File: src/rtl/seg_frame_arbiter.sv
// seg_frame_arbiter: 8-digit display frame buffer with round-robin write
// arbitration between two requesters, hex decode and per-digit blink.
module seg_frame_arbiter #(
    parameter int BLINK_DIV = 25_000_000
) (
    input  logic       clk,
    input  logic       rst_x,
    input  logic       clr,
    input  logic       a_req,
    input  logic [2:0] a_idx,
    input  logic [4:0] a_val,
    input  logic       a_blink,
    output logic       a_gnt,
    input  logic       b_req,
    input  logic [2:0] b_idx,
    input  logic [4:0] b_val,
    input  logic       b_blink,
    output logic       b_gnt,
    output logic [6:0] seg_0,
    output logic [6:0] seg_1,
    output logic [6:0] seg_2,
    output logic [6:0] seg_3,
    output logic [6:0] seg_4,
    output logic [6:0] seg_5,
    output logic [6:0] seg_6,
    output logic [6:0] seg_7
);

    localparam int CW = (BLINK_DIV > 2) ? $clog2(BLINK_DIV) : 1;
    localparam logic [CW-1:0] CNT_MAX = CW'(BLINK_DIV - 1);

    logic [4:0]    val_q [8];
    logic [7:0]    blink_q;
    logic [6:0]    seg_q [8];
    logic          last_b;
    logic [CW-1:0] cnt;
    logic          phase;

    logic          wr_en;
    logic [2:0]    wr_idx;
    logic [4:0]    wr_val;
    logic          wr_blink;

    function automatic logic [6:0] dec(input logic [4:0] v);
        logic [6:0] p;
        if (v[4]) begin
            p = 7'h00;
        end else begin
            case (v[3:0])
                4'h0: p = 7'h3F;
                4'h1: p = 7'h06;
                4'h2: p = 7'h5B;
                4'h3: p = 7'h4F;
                4'h4: p = 7'h66;
                4'h5: p = 7'h6D;
                4'h6: p = 7'h7D;
                4'h7: p = 7'h07;
                4'h8: p = 7'h7F;
                4'h9: p = 7'h6F;
                4'hA: p = 7'h77;
                4'hB: p = 7'h7C;
                4'hC: p = 7'h39;
                4'hD: p = 7'h5E;
                4'hE: p = 7'h79;
                default: p = 7'h71;
            endcase
        end
        return p;
    endfunction

    // Round-robin grant: on contention the requester not served last wins.
    always_comb begin
        a_gnt = rst_x & ~clr & a_req & (~b_req | last_b);
        b_gnt = rst_x & ~clr & b_req & (~a_req | ~last_b);
    end

    // Select the winning requester's write payload.
    always_comb begin
        wr_en    = a_gnt | b_gnt;
        wr_idx   = a_gnt ? a_idx   : b_idx;
        wr_val   = a_gnt ? a_val   : b_val;
        wr_blink = a_gnt ? a_blink : b_blink;
    end

    // Remember who was served last; reset favours A on first contention.
    always_ff @(posedge clk or negedge rst_x) begin
        if (!rst_x) begin
            last_b <= 1'b1;
        end else if (wr_en) begin
            last_b <= b_gnt;
        end
    end

    // Frame buffer: clear blanks everything, else apply the granted write.
    always_ff @(posedge clk or negedge rst_x) begin
        if (!rst_x) begin
            for (int i = 0; i < 8; i++) begin
                val_q[i] <= 5'h10;
            end
            blink_q <= '0;
        end else if (clr) begin
            for (int i = 0; i < 8; i++) begin
                val_q[i] <= 5'h10;
            end
            blink_q <= '0;
        end else if (wr_en) begin
            val_q[wr_idx]   <= wr_val;
            blink_q[wr_idx] <= wr_blink;
        end
    end

    // Free-running blink timebase; phase flips on every counter wrap.
    always_ff @(posedge clk or negedge rst_x) begin
        if (!rst_x) begin
            cnt   <= '0;
            phase <= 1'b0;
        end else if (cnt == CNT_MAX) begin
            cnt   <= '0;
            phase <= ~phase;
        end else begin
            cnt <= cnt + CW'(1);
        end
    end

    // Registered segment patterns, blanked during the blink-off phase.
    always_ff @(posedge clk or negedge rst_x) begin
        if (!rst_x) begin
            for (int i = 0; i < 8; i++) begin
                seg_q[i] <= 7'h00;
            end
        end else begin
            for (int i = 0; i < 8; i++) begin
                seg_q[i] <= (blink_q[i] & phase) ? 7'h00 : dec(val_q[i]);
            end
        end
    end

    assign seg_0 = seg_q[0];
    assign seg_1 = seg_q[1];
    assign seg_2 = seg_q[2];
    assign seg_3 = seg_q[3];
    assign seg_4 = seg_q[4];
    assign seg_5 = seg_q[5];
    assign seg_6 = seg_q[6];
    assign seg_7 = seg_q[7];

endmodule

File: config.mk
export PLATFORM = sky130hd
export DESIGN_NAME = seg_frame_arbiter
export DESIGN_NICKNAME = d
export VERILOG_FILES = /design/src/rtl/seg_frame_arbiter.sv
export SDC_FILE = /design/constraint.sdc
export NUM_CORES = 1
export LEC_CHECK = 0
export CAP_MARGIN = 20
export CORE_UTILIZATION = 45
export CTS_BUF_LIST = sky130_fd_sc_hd__clkbuf_2
export CTS_CLUSTER_DIAMETER = 40
export DETAILED_ROUTE_END_ITERATION = 7
export PLACE_DENSITY = 0.71
export SETUP_SLACK_MARGIN = 0.2
export SLEW_MARGIN = 10
export SYNTH_ARGS = -nofsm -noshare
export SYNTH_HDL_FRONTEND = slang
export SYNTH_SLANG_ARGS = --single-unit
File: constraint.sdc
create_clock -name clk -period 2.37 [get_ports clk]
set_input_delay 0.237 -clock clk [delete_from_list [all_inputs] [get_ports clk]]
set_output_delay 0.237 -clock clk [all_outputs]
set_load 0.005 [all_outputs]
# Word-level counts from Yosys, hierarchy flattened
# Memory sizes are Yosys's and may differ from the RTL's.
# Index checks and enable logic that the tools add are counted.
[totals] elab_cells=89 output_inout_bits=58 register_bits=131 romBits=896 n_memories=8 in_bits=23
[memory_table] name="(name not given)" words=16 word_bits=7 read_ports=1 rd_clocked_by_memory_dff=0 wr=0 line_no="49" source="case (v[3:0])"
[memory_table] name="(name not given)" words=16 word_bits=7 read_ports=1 rd_clocked_by_memory_dff=0 wr=0 line_no="49"
[memory_table] name="(name not given)" words=16 word_bits=7 read_ports=1 rd_clocked_by_memory_dff=0 wr=0 line_no="49"
[memory_table] name="(name not given)" words=16 word_bits=7 read_ports=1 rd_clocked_by_memory_dff=0 wr=0 line_no="49"
[memory_table] name="(name not given)" words=16 word_bits=7 read_ports=1 rd_clocked_by_memory_dff=0 wr=0 line_no="49"
[memory_table] name="(name not given)" words=16 word_bits=7 read_ports=1 rd_clocked_by_memory_dff=0 wr=0 line_no="49"
[memory_table] name="2 more memories"
[classes] reduce_logical=3 n_addsub=1 mux=30 n_eq_ne=1 bitwise_logic=22 n_lt_le_gt_ge=4
[op_table] cell="2-to-1 mux 7 bit" n=16
[op_table] cell="2-to-1 mux 40 bit" n=2
[op_table] cell="bitwise mux 40 bit" n=1
[op_table] cell="adder 25 x 1 -> 25 bit (second input constant)" n=1
[op_table] cell="equality test 25 bit (second input constant)" n=1
[op_table] cell="2-to-1 mux 25 bit" n=1
[op_table] cell="2-to-1 mux 8 bit" n=2
[op_table] cell="demux 5 bit (select 3 bit)" n=1
[op_table] cell="bitwise AND 1 bit" n=13
[op_table] cell="2-to-1 mux 5 bit" n=2
[op_table] cell="bitwise mux 8 bit" n=1
[op_table] cell="NOT 1 bit" n=5
[op_table] cell=">= comparator 4 bit (second input constant)" n=1
[op_table] cell="< comparator 3 x 4 -> 1 bit (second input constant)" n=1
[op_table] cell="< comparator 4 x 1 -> 1 bit (second input constant)" n=1
[op_table] cell="NOT 3 -> 4 bit" n=1
[op_table] cell="demux 1 bit (select 3 bit)" n=1
[op_table] cell=">= comparator 3 x 1 -> 1 bit (second input constant)" n=1
[op_table] cell="2-to-1 mux 3 bit" n=1
[op_table] cell="bitwise OR 1 bit" n=3
[op_table] cell="logical AND 1 bit" n=2
[op_table] cell="2-to-1 mux 1 bit" n=2
[op_table] cell="nonzero test 2 bit" n=1

# Longest topological paths before layout
# Gate-level depths: netlist (run 1).
[logic_depth] ltp_word=13 mapped_depth=7 ltp_nobuf=5

# Worst setup path before layout (run 1)
# Ideal clock, no wire load.
[synth_timing] kind="reg-to-reg" startpoint="register last_b" endpoint="register blink_q[0]" arrival_time_ns=1.531 setup_slack_ns=0.709 path_stages_with_launch=6 period_less_slack_ns=1.661 cell_sequence="dfstp_2 nand2b_1 nand3_1 o32a_1 buf_2 mux2i_1"
[synth_between] elab_chain_len=10
[synth_lines] item="start, declared" line_no="35" source="logic last_b;"
[synth_lines] item="start signal, assigned" line_no="90" source="last_b <= b_gnt;"
[synth_lines] item="bitwise OR 1 bit" line_no="73" source="a_gnt = rst_x & ~clr & a_req & (~b_req | last_b);"
[synth_lines] item="bitwise AND 1 bit" line_no="73"
[synth_lines] item="2-to-1 mux 3 bit" line_no="80" source="wr_idx = a_gnt ? a_idx : b_idx;"
[synth_lines] item="< comparator 3 x 4 -> 1 bit (not written as such) or >= comparator 3 x 1 -> 1 bit (tied branches)" line_no="108" source="blink_q[wr_idx] <= wr_blink;"
[synth_lines] item="logical AND 1 bit (not written as such)" line_no="108"
[synth_lines] item="2-to-1 mux 1 bit (not written as such)" line_no="108"
[synth_lines] item="demux 1 bit (select 3 bit)" line_no="108"
[synth_lines] item="bitwise mux 8 bit" line_no="108"
[synth_lines] item="2-to-1 mux 8 bit" line_no="106" source="end else if (wr_en) begin"
[synth_lines] item="2-to-1 mux 8 bit" line_no="101" source="end else if (clr) begin"
[synth_lines] item="end signal, assigned by index" line_no="108"
[synth_lines] item="end, declared" line_no="33" source="logic [7:0] blink_q;"
# Parallel ways exist; a longest one is shown, timed or not. The select of a mux whose other input is x is not followed.
# A chain may end at the register's enable or synchronous reset.

# Worst setup path after layout (run 1)
[layout_timing] startpoint="register last_b" endpoint="output port b_gnt"
[layout_between] elab_chain_len=3
[layout_lines] item="NOT 1 bit" line_no="74" source="b_gnt = rst_x & ~clr & b_req & (~a_req | ~last_b);"
[layout_lines] item="bitwise OR 1 bit" line_no="74"
[layout_lines] item="bitwise AND 1 bit" line_no="74"
[layout_lines] item="end, declared" line_no="18" source="output logic b_gnt,"
# Every way passes these cells.

==> metrics list, run 1 <==
* Clock latency on the worst-skew pair: between 0.7 and 0.8 ns
* Run status: complete, no violations
* Count of cells along the worst register-to-register path: 4
* Total I/O pin count: slightly above 80
* Area overhead of the layout relative to synthesis: 17.9%
- For the pin with the worst max-slew slack, the measured transition is 0.922 ns.
- Number of enable flip-flop cells after synthesis: 0
- Of the total power, the share spent switching nets is a little over a quarter.
* Peak supply drop: 277 uV
- Final worst-path cycle share: between 80% and 90%
- Leakage power of the design: 3.79 nW
- Tightest Hold Check Type: input port to async pin
- After routing, the total negative slack on setup checks comes to 0 ns.
- Area taken by multi-input logic gates: between 0.003 and 0.004 mm^2
- Total CTS buffers: 17
* Area share of the leading cell type in the synthesized netlist: a little over two fifths
- Upper clock frequency limit: 492 MHz
* Number of synthesized register bits: about 130
- In this run, flip-flops and latches consume 58.0% of the power.
- Max-cap violations in this run came to 0.
- Path type of the worst setup path: flip-flop to output pin
* Die area: roughly 0.016 mm^2
- In the final routed layout, each cell accounts on average for approximately 16 um.
* Worst max-slew margin expressed relative to the limit: slightly below 40%
- Count of endpoints failing hold in the final timing report: 0
- Sequential element share of the synthesized area: between 40% and 50%
- Fillcell total: about 1300
* Dominant cell by count in the synthesized netlist: sky130_fd_sc_hd__dfrtp_1
- Sort of element at the end of the critical path: output pin
* FF+latch area: roughly 0.0033 mm^2
* Yosys warning count: 0
- Clock-pin slew was measured on the worst setup and hold paths at 0.21 ns.
- CTS tree: done
- The most used flip-flop cell after synthesis is sky130_fd_sc_hd__dfrtp_1.
* DR vias/cell: 5.45
- Vias after detailed routing: around 5300
- Post-layout min period: roughly 2 ns
* Initial standard-cell utilization of the core: ~46%
* Total internal power: just under 3 mW
- Detailed-route DRC error count: 0
- The routed design has roughly 15 mm of wire.
* Total clock sinks: between 100 and 150
- Data on the critical path is required at its endpoint by between 2 and 2.5 ns.
- For this design the ratio of total power to cell area is between 400 and 500 mW/mm^2.
- Post-synthesis net count: around 740
* Number of standard cells after synthesis: 670
- Port buffering added 80 buffers.
- Die Height: ~130 um
- Ranked by total cell area, the synthesized netlist is headed by sky130_fd_sc_hd__dfrtp_1 (43%), sky130_fd_sc_hd__mux2i_1 (10%), sky130_fd_sc_hd__ha_1 (8.6%).
- Maximum level of the CTS H-tree: 4
- Clock network power share: between 30% and 40%
- Setup violations remaining at the end of the flow were counted as 0.
* Fraction of synthesis flops using an asynchronous set or reset pin: between 90% and 100%
* Unrepaired setup endpoints after global routing: false
* Vias in the first global route: roughly 5200
* CP max FO: 3
- CTS Root Buffer Type: sky130_fd_sc_hd__clkbuf_2
- In this run the mean area of a mapped cell was 10.6 um^2.
* Critical path startpoint category: flip-flop
* Wire length of the first global-routing pass: between 20 and 30 mm
* Total gr overflow: 0
* Number of antenna violations at the first check in global routing: 1
* Core Box Area: approximately 0.015 mm^2
- Iteration-0 DRC count of the detailed router: 294
- By count the netlist is led by sky130_fd_sc_hd__dfrtp_1 (122), sky130_fd_sc_hd__mux2i_1 (71), sky130_fd_sc_hd__nand2_1 (65), sky130_fd_sc_hd__nor2_1 (60), sky130_fd_sc_hd__ha_1 (49).
* Remaining antenna violation count after routing: 0
* RePlAce Congestion: 0.846
* Post-synthesis cell area: approximately 0.007 mm^2
* Largest net degree at the start of global routing: 75
- Total Routing Usage GR: between 20% and 30%
- In this run the horizontal extent of the chip is 128 um.
* Total power after layout: approximately 4.0 mW
- For the final database, setup skew stands at around 0.035 ns.
* Worst EP arrival: 1.80 ns
- Number of rows created at floorplan: between 40 and 50
- For this design the total switching power over the nets is ~1.1 mW.
- Relative contribution of combinational cells to total power: just over 8%
- Total Nets Final: ~820
* Clk buf depth: 2
* Pins Over Slew Limit: 0
- Number of iterations in the first detailed-routing pass: 7
* DP HPWL: around 11 mm
- Summed over all instances, the cell type with the most area after synthesis is sky130_fd_sc_hd__dfrtp_1.
- Design area: 0.00838 mm^2
* Placement-stage cell area: about 0.0081 mm^2
- Number of library cell types mapped by synthesis: 44
- Fraction of layout instances using a drive strength above 1: 11.9%
## area by class of cell
cell class	instances	area share (%)
repair buffers	93	10.7
clock buffers	19	1.14
well taps	211	3.15
flip-flops and latches	131	39.3
clock inverters	13	1.64
diodes	1	0.0299
inverters	34	1.52
multi-input cells	472	42.6
## power by group through the flow
stage | registers, mW | clock network (mW) | logic, mW
2_1_floorplan | 2.32 | 0 | 0.151
3_3_place_gp | 2.33 | 0 | 0.302
3_5_place_dp | 2.34 | 0 | 0.310
4_1_cts | 2.30 | 1.38 | 0.318
5_1_grt | 2.30 | 1.48 | 0.359
6_report | 2.30 | 1.34 | 0.328
## critical path, cell delays in order, from the launching register on
cell and delay [ns]:
sky130_fd_sc_hd__dfstp_2 0.59, sky130_fd_sc_hd__a21boi_2 0.07, sky130_fd_sc_hd__and2_4 0.19, sky130_fd_sc_hd__dlygate4sd2_1 0.26
## final timing paths
path	start	endpoint	slack, ns
worst max-delay path	last_b$_DFFE_PN1P_	b_gnt	0.34
worst min-delay path	rst_x	val_q[2]$_DFFE_PN0P_	0.26
worst max register to register	last_b$_DFFE_PN1P_	val_q[12]$_DFFE_PN0P_	0.56
worst min register to register	cnt[24]$_DFF_PN0_	cnt[24]$_DFF_PN0_	0.49
max in group asynchronous	rst_x	cnt[7]$_DFF_PN0_	1.42
min in group clk	clr	val_q[24]$_DFFE_PN1P_	0.33
## cells by family (layout without fill, tap and decap cells)
family / after synthesis / count (layout) / synth area share (%)
AND/OR/NAND/NOR: 209 / 209 / 14.1
flip-flops: 131 / 131 / 46.3
AO/OA/AOI/OAI: 113 / 113 / 11.7
multiplexers: 87 / 87 / 13.8
buffers and inverters: 67 / 159 / 3.77
adder cells (fa/ha/maj): 49 / 49 / 8.63
XOR/XNOR: 14 / 14 / 1.73
other: 0 / 1 / 0
## per-stage QoR
stage / instances / hold WS [ns] / util (%) / setup WS, ns
after floorplan: 670 / -0.0586 / - / 0.709
after global placement: 937 / 0.457 / 52.9 / 0.287
after detailed placement: 937 / 0.459 / 52.9 / 0.161
after CTS: 970 / 0.222 / 54.5 / 0.114
after global routing: 974 / 0.227 / 54.7 / 0.198
final: 974 / 0.257 / 54.7 / 0.335
## placed cells by master, fill, tap and decap left out, types with 6 or more instances in the layout
cell type / synthesis / routed
sky130_fd_sc_hd__a21oi_1: 22 / 22
sky130_fd_sc_hd__o211ai_1: 6 / 6
sky130_fd_sc_hd__mux2i_1: 71 / 71
sky130_fd_sc_hd__a211oi_1: 14 / 14
sky130_fd_sc_hd__mux2_2: 8 / 8
sky130_fd_sc_hd__ha_1: 49 / 49
sky130_fd_sc_hd__nand2b_1: 12 / 11
sky130_fd_sc_hd__nand3_1: 12 / 11
sky130_fd_sc_hd__mux4_2: 8 / 8
sky130_fd_sc_hd__o31ai_1: 7 / 7
sky130_fd_sc_hd__a21o_1: 14 / 14
sky130_fd_sc_hd__clkdlybuf4s50_1: 0 / 77
sky130_fd_sc_hd__nor2b_1: 11 / 11
sky130_fd_sc_hd__o21ai_0: 14 / 14
sky130_fd_sc_hd__nor3_1: 10 / 10
sky130_fd_sc_hd__a31o_2: 6 / 6
sky130_fd_sc_hd__nor2_1: 60 / 60
sky130_fd_sc_hd__buf_4: 0 / 12
sky130_fd_sc_hd__nand4_1: 12 / 12
sky130_fd_sc_hd__xnor2_1: 6 / 6
sky130_fd_sc_hd__clkbuf_2: 0 / 20
sky130_fd_sc_hd__dfstp_2: 9 / 9
sky130_fd_sc_hd__and4_1: 6 / 6
sky130_fd_sc_hd__dfrtp_1: 122 / 122
sky130_fd_sc_hd__xor2_1: 8 / 8
sky130_fd_sc_hd__inv_1: 34 / 33
sky130_fd_sc_hd__a221oi_1: 16 / 16
sky130_fd_sc_hd__nand2_1: 65 / 65
sky130_fd_sc_hd__clkinvlp_4: 0 / 6
## metal layers
layer | track usage, % | vias up | part of all wire (%)
li1 | - | 2529 | -
met1 | 24.8 | 2629 | 44
met2 | 33.1 | 131 | 50
met3 | 5.70 | 23 | 4.8
met4 | 7.89 | 0 | 2.1
met5 | 0 | - | 0
## state kept, by name, indices dropped and copies added, names as in the netlist, 7 cells and up
register  cells
blink_q       8
cnt          25
seg_0         7
seg_1         7
seg_2         7
seg_3         7
seg_4         7
seg_5         7
seg_6         7
seg_7         7
val_q        40
## what timing repair did
item | CTS | global route
setup endpoints to repair | 2 | 2
hold endpoints to repair | 122 | 0
gates resized for setup | 7 | 4
pin swaps | 0 | 1
setup buffers | 0 | 3
cloned | 0 | 0
hold buffers | 1 | 0
(Power assumes the default switching activity.)
==> run 2: changes to the inputs <==
--- a/config.mk
+++ b/config.mk
@@ -10,8 +10,11 @@
 export CTS_BUF_LIST = sky130_fd_sc_hd__clkbuf_2
 export CTS_CLUSTER_DIAMETER = 40
 export DETAILED_ROUTE_END_ITERATION = 7
+export GPL_ROUTABILITY_DRIVEN = 0
+export HOLD_SLACK_MARGIN = 0.12
 export PLACE_DENSITY = 0.71
 export SETUP_SLACK_MARGIN = 0.2
+export SKIP_CTS_REPAIR_TIMING = 1
 export SLEW_MARGIN = 10
 export SYNTH_ARGS = -nofsm -noshare
 export SYNTH_HDL_FRONTEND = slang
==> run 2 against run 1 <==
Net effect:
- via count increased by 0.83%
- sequential cell count is the same
- maximum frequency grew 1.7%
- count of clock-buffer cells in the layout is the same
- routed wire length up 0.14%
- final cell count did not move
- critical path depth up 1
- power is essentially flat
- clock skew about the same
- critical endpoint is now a_gnt
- largest power group unchanged
- highest routed layer unchanged
==> metrics list, run 2 (synthesis results as in run 1) <==
* Run status: complete, no violations (unchanged)
- Clock latency on the worst-skew pair: 0.71 ns (was 0.72 ns)
- The largest buffer count on any clock path is 2 (unchanged).
* Critical Path, Cell by Cell: nand2b_4 > nand3_2 > inv_2 > dlymetal6s2s_1 (was a21boi_2 > and2_4 > dlygate4sd2_1)
* Registers with the most flip-flops: val_q x40, cnt x25, blink_q x8 (unchanged)
* Slowest library cell on the worst path: sky130_fd_sc_hd__dfstp_2 (unchanged)
- The worst path setup slack after routing came to 0.369 ns (was 0.335 ns).
- Die X: 128 um (unchanged)
- Placement-stage cell area: 0.00810 mm^2 (unchanged)
- The detailed-route vias per instance was 5.50 (was 5.45).
- The number of buffers added on ports came to 80 (unchanged).
* Minimum hold slack: 0.266 ns (was 0.257 ns)
* Number of antenna violations at the first check in global routing: 1 (unchanged)
- CTS Root Buffer Type: sky130_fd_sc_hd__clkbuf_2 (unchanged)
* Count of cells along the worst register-to-register path: 5 (was 4)
- Count of endpoints failing hold in the final timing report: 0 (unchanged)
- The most frequent standard cell in the layout excluding fill and tap cells was sky130_fd_sc_hd__dfrtp_1 (unchanged).
- The pin count of the biggest net entering global routing was 75 (unchanged).
- The startpoint type of the worst setup path is a flip-flop (unchanged).
* Core Box Area: 0.0153 mm^2 (unchanged)
- Transition time of the tightest slew-check pin: 0.915 ns (was 0.922 ns)
* Register bank with the most flops: val_q (unchanged)
* Wire length reported by the detailed router: 15.4 mm (about the same)
- Most used cells in the layout excluding fill and tap cells: sky130_fd_sc_hd__dfrtp_1 (122), sky130_fd_sc_hd__clkdlybuf4s50_1 (77), sky130_fd_sc_hd__mux2i_1 (71) (unchanged).
* Wire length of the first global-routing pass: 25.4 mm (about the same)
- Detail-routed net length per standard cell: 15.8 um (about the same)
- Count of maximum capacitance violations: 0 (unchanged)
- Total I/O pin count: 81 (unchanged)
- The critical path arrival is 1.76 ns (was 1.80 ns).
* Number of iterations in the first detailed-routing pass: 7 (unchanged)
- Path type of the worst setup path: flip-flop to output pin (unchanged)
- The antenna violation net count after detailed routing came to 0 (unchanged).
* Maximum level of the CTS H-tree: 4 (unchanged)
- The number of buffers created by CTS was 17 (unchanged).
- Die Height: 128 um (unchanged)
- Design area: 0.00839 mm^2 (was 0.00838 mm^2)
* Total power after layout: 3.96 mW (about the same)
- The clock sink count was 131 (unchanged).
- The final count of pins violating max slew came to 0 (unchanged).
* Peak supply drop: 273 uV (was 277 uV)
* Unrepaired setup endpoints after global routing: false (unchanged)
- The via count of the first global-routing pass was 5168 (was 5179).
- Number of setup violations in the final report: 0 (unchanged)
- The minimum clock period came to 2.00 ns (was 2.03 ns).
- Area overhead of the layout relative to synthesis: 18.1% (was 17.9%)
* Core occupancy in the finished layout: 54.8% (was 54.7%)
- The register area is 0.00329 mm^2 (unchanged).
* Tightest Hold Check Type: input port to async pin (unchanged)
- Iteration-0 DRC count of the detailed router: 273 (was 294)
- Number of flip-flops in the largest register: 40 (unchanged)
- The upper clock frequency limit is 500 MHz (was 492 MHz).
- The clock tree from TritonCTS was done (unchanged).
* Required time of the critical path: 2.13 ns (about the same)
- The post-CTS clock slew at the launch and capture registers of the worst setup and hold paths came to 0.21 ns (about the same).
- CP max FO: 4 (was 3)
- Worst max-slew margin expressed relative to the limit: 39.0% (was 38.5%)
* Worst setup slack after placement: 0.161 ns (unchanged)
- Largest incremental delay on the critical path: 0.59 ns (about the same)
- Total gr overflow: 0 (unchanged)
- The final net count is 821 (unchanged).
- The floorplan die area was 0.0163 mm^2 (unchanged).
- Setup skew after layout: 0.0345 ns (was 0.0348 ns)
- Detailed-route DRC error count: 0 (unchanged)
* Fraction of layout instances using a drive strength above 1: 11.8% (was 11.9%)
* Sort of element at the end of the critical path: output pin (unchanged)
* Initial standard-cell utilization of the core: 46.4% (unchanged)
- The leakage power figure was 3.82 nW (was 3.79 nW).
- Fillcell total: 1295 (was 1290)
- The total number of placement rows is 45 (unchanged).
- Power Dens Cells: 472 mW/mm^2 (was 473 mW/mm^2)
- The HPWL after detailed placement is 10.7 mm (unchanged).
- The final cycle utilization of the critical path came to 84.4% (was 85.8%).
- Total Routing Usage GR: 20.0% (about the same)
- The via count of the routed design came to 5356 (was 5312).
- The total area of multi-input combinational cells is 0.00357 mm^2 (unchanged).
-- run 2: worst paths after layout --
path / slack [ns] / startpoint / to
setup / recovery: 0.37 / last_b$_DFFE_PN1P_ / a_gnt
hold / removal: 0.27 / rst_x / val_q[2]$_DFFE_PN0P_
setup reg to reg: 0.57 / last_b$_DFFE_PN1P_ / val_q[12]$_DFFE_PN0P_
hold reg to reg: 0.49 / cnt[24]$_DFF_PN0_ / cnt[24]$_DFF_PN0_
max in group asynchronous: 1.42 / rst_x / cnt[7]$_DFF_PN0_
min in group clk: 0.35 / clr / val_q[4]$_DFFE_PN1P_
-- run 2: final cells by class --
type                       count  share of cell area, %
multi-input combinational    472                   42.5
timing repair buffer          93                   10.8
inverter                      34                   1.52
sequential                   131                   39.2
clock buffer                  19                   1.13
clock inverter                13                   1.64
antenna                        1                 0.0298
tap                          211                   3.15
-- run 2: critical path: cells and delay by family (launching register included) --
family                 cells  cell delay [ns]
and+or+nand+nor            2             0.25
DFF                        1             0.59
buffers and inverters      2             0.23
-- run 2: power by group --
group | leakage [nW] | internal, mW | switching, mW | total, mW
logic | 1.91 | 0.143 | 0.187 | 0.330
registers | 1.78 | 2.27 | 0.0289 | 2.30
clock network | 0.128 | 0.487 | 0.846 | 1.33
total | 3.82 | 2.90 | 1.06 | 3.96
-- run 2: routing by layer --
layer / GRT usage [%] / vias up / part of all wire [%]
met4: 7.89 / 0 / 2.4
li1: - / 2532 / -
met2: 33.0 / 144 / 49
met1: 24.7 / 2653 / 43
met3: 5.70 / 27 / 4.9
met5: 0 / - / 0
-- run 2: per-stage QoR --
stage	TNS (ns)	cells
CTS	-0.369	969
finish	0	974
floorplan	0	670
detailed placement	0	937
global placement	0	937
global route	0	974
